`config.mk`:
```
export PLATFORM = sky130hd
export DESIGN_NAME = pool_window_gen
export DESIGN_NICKNAME = d
export VERILOG_FILES = /design/src/rtl/pool_pkg.sv /design/src/rtl/pool_line_buffer.sv /design/src/rtl/pool_window_gen.sv
export SDC_FILE = /design/constraint.sdc
export NUM_CORES = 1
export LEC_CHECK = 0
export CAP_MARGIN = 20
export CORE_MARGIN = 8
export CORE_UTILIZATION = 35
export DETAILED_ROUTE_END_ITERATION = 16
export GPL_ROUTABILITY_DRIVEN = 0
export MAX_ROUTING_LAYER = met4
export PLACE_DENSITY = 0.54
export SLEW_MARGIN = 5
export SYNTH_ARGS = -nofsm -noshare
export SYNTH_HDL_FRONTEND = slang
export SYNTH_SLANG_ARGS = --single-unit
```
`constraint.sdc`:
```
create_clock -name clock -period 3.8 [get_ports clock]
set_clock_uncertainty 0.2 [all_clocks]
set_input_delay 0.95 -clock clock [delete_from_list [all_inputs] [get_ports clock]]
set_output_delay 0.95 -clock clock [all_outputs]
set_load 0.02 [all_outputs]
```
`src/rtl/pool_pkg.sv`:
```
// Shared helpers for the pooling stage: window packing index and sizing functions.
// The window generator and the Maxpool side both import this package.
package pool_pkg;

  function automatic int cnt_width(input int bound);
    return (bound <= 1) ? 1 : $clog2(bound);
  endfunction

  function automatic int win_width(input int stride, input int data_width);
    return stride * stride * data_width;
  endfunction

  function automatic int windows_per(input int size, input int stride);
    return size / stride;
  endfunction

  // Element (r,k) of a window: r = row within window (0 = top), k = column (0 = left).
  function automatic int elem_idx(input int r, input int k, input int stride);
    return r * stride + k;
  endfunction

endpackage

```
`src/rtl/pool_line_buffer.sv`:
```
// Line buffer of STRIDE_SIZE-1 image rows, one write port, and a read port per stored
// row returning the STRIDE_SIZE-pixel column span ending at col.
module pool_line_buffer
  import pool_pkg::*;
#(
  parameter int STRIDE_SIZE = 2,
  parameter int DATA_WIDTH  = 16,
  parameter int COLUMN_SIZE = 4,
  localparam int CW = cnt_width(COLUMN_SIZE),
  localparam int PW = cnt_width(STRIDE_SIZE)
) (
  input  logic                                                  clock,
  input  logic                                                  wr_en,
  input  logic [PW-1:0]                                         wr_row,
  input  logic [CW-1:0]                                         col,
  input  logic [DATA_WIDTH-1:0]                                 wr_data,
  output logic [STRIDE_SIZE-2:0][STRIDE_SIZE-1:0][DATA_WIDTH-1:0] rd_data
);

  localparam int S = STRIDE_SIZE;

  logic [S-1:0][CW-1:0] rd_idx;

  // Span index k maps to column col-(S-1)+k; the clamp only matters when no window is emitted.
  for (genvar k = 0; k < S; k++) begin : g_idx
    if (k == S - 1) begin : g_cur
      assign rd_idx[k] = col;
    end else begin : g_prev
      assign rd_idx[k] = (col >= CW'(S - 1 - k)) ? col - CW'(S - 1 - k) : '0;
    end
  end

  for (genvar r = 0; r < S - 1; r++) begin : g_row
    logic [DATA_WIDTH-1:0] mem [COLUMN_SIZE];

    always_ff @(posedge clock) begin
      if (wr_en && (wr_row == PW'(r))) begin
        mem[col] <= wr_data;
      end
    end

    for (genvar k = 0; k < S; k++) begin : g_rd
      assign rd_data[r][k] = mem[rd_idx[k]];
    end
  end

endmodule

```
`src/rtl/pool_window_gen.sv`:
```
// Pooling front end: raster pixel stream in, one packed non-overlapping
// STRIDE_SIZE x STRIDE_SIZE window out per completed window, one cycle after its last pixel.
module pool_window_gen
  import pool_pkg::*;
#(
  parameter int STRIDE_SIZE = 2,
  parameter int DATA_WIDTH  = 16,
  parameter int ROW_SIZE    = 4,
  parameter int COLUMN_SIZE = 4
) (
  input  logic                                            clock,
  input  logic                                            sreset_n,
  input  logic [DATA_WIDTH-1:0]                           pixel_in,
  input  logic                                            pixel_in_valid,
  output logic [win_width(STRIDE_SIZE, DATA_WIDTH)-1:0]   window_out,
  output logic                                            window_valid,
  output logic                                            frame_done
);

  localparam int S       = STRIDE_SIZE;
  localparam int DW      = DATA_WIDTH;
  localparam int WW      = win_width(S, DW);
  localparam int RW      = cnt_width(ROW_SIZE);
  localparam int CW      = cnt_width(COLUMN_SIZE);
  localparam int PW      = cnt_width(S);
  localparam int ROW_LIM = windows_per(ROW_SIZE, S) * S;
  localparam int COL_LIM = windows_per(COLUMN_SIZE, S) * S;

  logic [RW-1:0] row;
  logic [CW-1:0] col;
  logic [PW-1:0] row_ph;
  logic [PW-1:0] col_ph;
  logic          last_col;
  logic          last_row;
  logic          row_in;
  logic          col_in;
  logic          emit;

  logic [S-2:0][DW-1:0]        row_sr;
  logic [S-2:0][DW-1:0]        sr_next;
  logic [S-2:0][S-1:0][DW-1:0] lb_data;
  logic [WW-1:0]               window_next;

  assign last_col = (col == CW'(COLUMN_SIZE - 1));
  assign last_row = (row == RW'(ROW_SIZE - 1));

  // Trailing rows/columns that cannot fill a whole window are never emitted.
  if (ROW_LIM == ROW_SIZE) begin : g_row_all
    assign row_in = 1'b1;
  end else begin : g_row_lim
    assign row_in = (row < RW'(ROW_LIM));
  end

  if (COL_LIM == COLUMN_SIZE) begin : g_col_all
    assign col_in = 1'b1;
  end else begin : g_col_lim
    assign col_in = (col < CW'(COL_LIM));
  end

  assign emit = pixel_in_valid && (row_ph == PW'(S - 1)) && (col_ph == PW'(S - 1))
                && row_in && col_in;

  always_ff @(posedge clock) begin
    if (!sreset_n) begin
      row    <= '0;
      col    <= '0;
      row_ph <= '0;
      col_ph <= '0;
    end else if (pixel_in_valid) begin
      if (last_col) begin
        col    <= '0;
        col_ph <= '0;
        row    <= last_row ? '0 : row + RW'(1);
        row_ph <= (last_row || (row_ph == PW'(S - 1))) ? '0 : row_ph + PW'(1);
      end else begin
        col    <= col + CW'(1);
        col_ph <= (col_ph == PW'(S - 1)) ? '0 : col_ph + PW'(1);
      end
    end
  end

  // Shift register of the previous S-1 pixels in the current row; index 0 is the newest.
  assign sr_next[0] = pixel_in;
  for (genvar i = 1; i < S - 1; i++) begin : g_sr
    assign sr_next[i] = row_sr[i-1];
  end

  always_ff @(posedge clock) begin
    if (pixel_in_valid) begin
      row_sr <= sr_next;
    end
  end

  pool_line_buffer #(
    .STRIDE_SIZE (S),
    .DATA_WIDTH  (DW),
    .COLUMN_SIZE (COLUMN_SIZE)
  ) u_line_buffer (
    .clock   (clock),
    .wr_en   (sreset_n && pixel_in_valid && (row_ph != PW'(S - 1))),
    .wr_row  (row_ph),
    .col     (col),
    .wr_data (pixel_in),
    .rd_data (lb_data)
  );

  for (genvar r = 0; r < S - 1; r++) begin : g_win_top
    for (genvar k = 0; k < S; k++) begin : g_k
      assign window_next[elem_idx(r, k, S)*DW +: DW] = lb_data[r][k];
    end
  end

  for (genvar k = 0; k < S - 1; k++) begin : g_win_bot
    assign window_next[elem_idx(S - 1, k, S)*DW +: DW] = row_sr[S-2-k];
  end

  // The bottom-right element bypasses storage so the window leaves one cycle after it arrives.
  assign window_next[elem_idx(S - 1, S - 1, S)*DW +: DW] = pixel_in;

  always_ff @(posedge clock) begin
    if (!sreset_n) begin
      window_out   <= '0;
      window_valid <= 1'b0;
      frame_done   <= 1'b0;
    end else begin
      window_valid <= emit;
      frame_done   <= pixel_in_valid && last_row && last_col;
      if (emit) begin
        window_out <= window_next;
      end
    end
  end

endmodule

```
==> results.yml <==
sta:
  setup_tns_ns: 0
  worst_slew_pin_slew_ns: 0.726
  timing.final.crit_share_pct: 67.0
  rsz0062_at_grt: "false"
  setup_viol_count_final: 0
  setup_slack_ns: 1.25
  slew_viol_final: 0
  relSlewSlack_pct: 51.6
  fmax_mhz: 393
  period_minus_slack_ns: 2.55
  hold_viol_final: 0
critical_path:
  r2r_end: "window_out[8]$_SDFFE_PN0P_"
  worstPathMaxFanout: 2
  critPathCapture: "window_out[9]"
  crit_arrival_ns: 1.40
  critPathCaptureType: "primary output"
  worstPathRequired_ns: 2.65
  reg2reg_depth: 5
  reg2reg_slack_ns: 1.32
  slowest_stage: "clkdlybuf4s50_1"
  cp_cell_sequence: "clkdlybuf4s50_1"
  start_kind: "register"
  crit_family: "buffers and inverters"
  crit_start: "window_out[9]$_SDFFE_PN0P_"
  critical-path-max-stage-delay_ns: 0.62
  cp_num_buf_inv: 1
  cp.depth: 1
  setup.worst_path.class: "reg -> out"
  r2r_start: "col[0]$_SDFFE_PN0P_"
pwr:
  irDropWorstVdd_mv: 0.302
  power.total_mw: 3.52
  combPwrFrac_pct: 4.9
  clock_power_share_pct: 44.7
  power.switching_mw: 0.711
  intPower_mw: 2.81
  leakage_nw: 2.46
  power_density_nw_per_um2: 468
  p_sw_share_pct: 20.2
  seq_power_share_pct: 50.4
flow_run:
  max_cap_viol_count: 0
yosys:
  avgSynthCellArea_sq_um: 14.4
  synth_nets: 439
  syn_inst: 413
  yosysUniqueCellTypes: 22
  synth_area_sq_um: 5960
  yosysWarnings: 0
  yosysSeqAreaShare_pct: 64.5
  ys_ff_latch: 152
clock_network:
  cts.path.max_buffers: 2
  cts_hold_buf: 0
  postCtsSetupBuffers: 0
  htreeDepth: 4
  clock_sinks: 152
  cts_tree: "built"
  cts-resized-gates: 0
  cts.clk_slew.worst_paths_ns: 0.06
  clk_latency_ns: 0.41
  cts-root-buf: "clkbuf_16"
  cts_buffers: 17
drt:
  postRouteAntennaNets: 0
  viasPerCell: 4.87
  avgRoutedWirePerCell_um: 18.0
  finalWirelength_mm: 13.2
  drtIter0Drc: 168
  firstDrtPassIters: 4
  vias: 3563
  drc: 0
global_routing:
  grt_pass1_vias: 3703
  grt_pass1_wl_mm: 21.0
  grt_usage_pct: 13.0
  grt_max_degree: 72
  grt_overflow: 0
  antenna_found_initial: 0
die:
  start_util_pct: 35.8
  dieArea_sq_um: 21500
  ios: 85
  rows: 47
  core_sq_um: 16600
  die_w_um: 146
  die_h_um: 146
final_layout:
  stdcell_count: 732
  antennaDiodeCount: 0
  drive_above_1_share_pct: 11.7
  nets: 525
  areaGrowthSynthToFinish_pct: 26.4
  fillers: 1476
  fin_util_pct: 45.2
run_status:
  outcome: "finished clean"
place:
  post-dp-hpwl_mm: 8.88
  io_buffers: 84
  dp_slack_ns: 0.815
  dp.cells: 700
hold_path:
  hold_class: "reg -> reg"
## Yosys cell counts
| library cell | count | share of area [%] |
|---|---|---|
| nand2_1 | 100 | 6.3 |
| edfxtp_1 | 80 | 40 |
| dfxtp_1 | 72 | 24 |
| a21boi_0 | 33 | 4.2 |
| o2bb2ai_1 | 32 | 4.7 |
| mux4_2 | 20 | 7.6 |
| clkbuf_1 | 14 | 0.88 |
| mux4_1 | 12 | 5.3 |
| buf_4 | 8 | 1.0 |
| ha_1 | 7 | 1.5 |
| nor2_1 | 6 | 0.38 |
| and2_1 | 5 | 0.52 |
| buf_2 | 5 | 0.42 |
| mux2i_1 | 4 | 0.67 |
| nor2b_1 | 4 | 0.42 |
| buf_12 | 2 | 0.67 |
| buf_6 | 2 | 0.38 |
| inv_1 | 2 | 0.13 |
| nand3_1 | 2 | 0.17 |
| and3_1 | 1 | 0.11 |
| nor3b_1 | 1 | 0.13 |
| o21a_1 | 1 | 0.13 |
## worst min-delay path by stage
stage          slack, ns  cells past startpoint                         from                     endpoint
6_report            0.26                      2   window_out[4]$_SDFFE_PN0P_   window_out[4]$_SDFFE_PN0P_
5_1_grt             0.28                      2  window_out[20]$_SDFFE_PN0P_  window_out[20]$_SDFFE_PN0P_
4_1_cts             0.26                      2  window_out[27]$_SDFFE_PN0P_  window_out[27]$_SDFFE_PN0P_
3_5_place_dp        0.26                      2  window_out[27]$_SDFFE_PN0P_  window_out[27]$_SDFFE_PN0P_
3_3_place_gp        0.25                      2  window_out[41]$_SDFFE_PN0P_  window_out[41]$_SDFFE_PN0P_
2_1_floorplan       0.25                      2          row[1]$_SDFFE_PN0P_          row[1]$_SDFFE_PN0P_
## final cells by class
| cell class | instances | area, sq um | share of cell area (%) |
|---|---|---|---|
| clock buffers | 20 | 447 | 5.93 |
| clock inverters | 12 | 108 | 1.43 |
| inverters | 2 | 7.51 | 0.0997 |
| multi-input cells | 228 | 1910 | 25.3 |
| flip-flops and latches | 152 | 3840 | 51.0 |
| well taps | 220 | 275 | 3.66 |
| repair buffers | 98 | 941 | 12.5 |
## logic make-up (layout without fill, tap and decap cells)
kind of cell	count (synthesis)	after routing	synth area share [%]
flops	152	152	64.5
fa+ha+maj	7	7	1.47
buf+inv	33	132	3.49
compound gates	66	66	8.99
simple gates	119	119	8.02
mux	36	36	13.5
## cells in the final DEF (no fill, tap or decap), types with 2 or more instances in the layout
cell	n
inv_1	2
o2bb2ai_1	32
mux2i_1	4
edfxtp_1	80
clkdlybuf4s50_1	83
buf_4	14
mux4_2	20
and2_1	5
mux4_1	12
bufinv_16	2
clkbuf_16	17
clkinv_1	6
clkinvlp_4	2
clkbuf_1	2
nor2b_1	4
a21boi_0	33
nor2_1	6
dfxtp_1	72
clkinv_2	2
ha_1	7
nand3_1	2
nand2_1	100
## power groups by stage
| stage | logic (mW) | clock network (mW) | registers, mW |
|---|---|---|---|
| final | 0.172 | 1.58 | 1.78 |
| after CTS | 0.176 | 1.62 | 1.78 |
| after floorplan | 0.110 | 0 | 1.81 |
| after detailed placement | 0.176 | 0 | 1.81 |
| after global routing | 0.186 | 1.68 | 1.78 |
| after global placement | 0.172 | 0 | 1.81 |
## flip-flops by register name (all words and copies together), names as in the netlist
name	count
window_out	64
window_valid	1
col_ph	1
row_sr	16
frame_done	1
row_ph	1
col	2
row	2
u_line_buffer.g_row.mem	64
## routing by layer
metal / vias to the layer above / routed length [um] / GRT usage, %
met5: - / 0 / -
met4: 0 / 212 / 4.79
met3: 17 / 531 / 3.86
met2: 70 / 6180 / 19.8
met1: 1773 / 6250 / 16.2
li1: 1703 / - / -
## through the flow
| step | hold slack [ns] | cell area, sq um |
|---|---|---|
| after CTS | 0.265 | 7530 |
| after global placement | 0.252 | 6980 |
| final | 0.260 | 7530 |
| after floorplan | 0.247 | 5960 |
| after global routing | 0.282 | 7530 |
| after detailed placement | 0.257 | 6980 |
No activity file was read; power rests on OpenSTA's default activity.
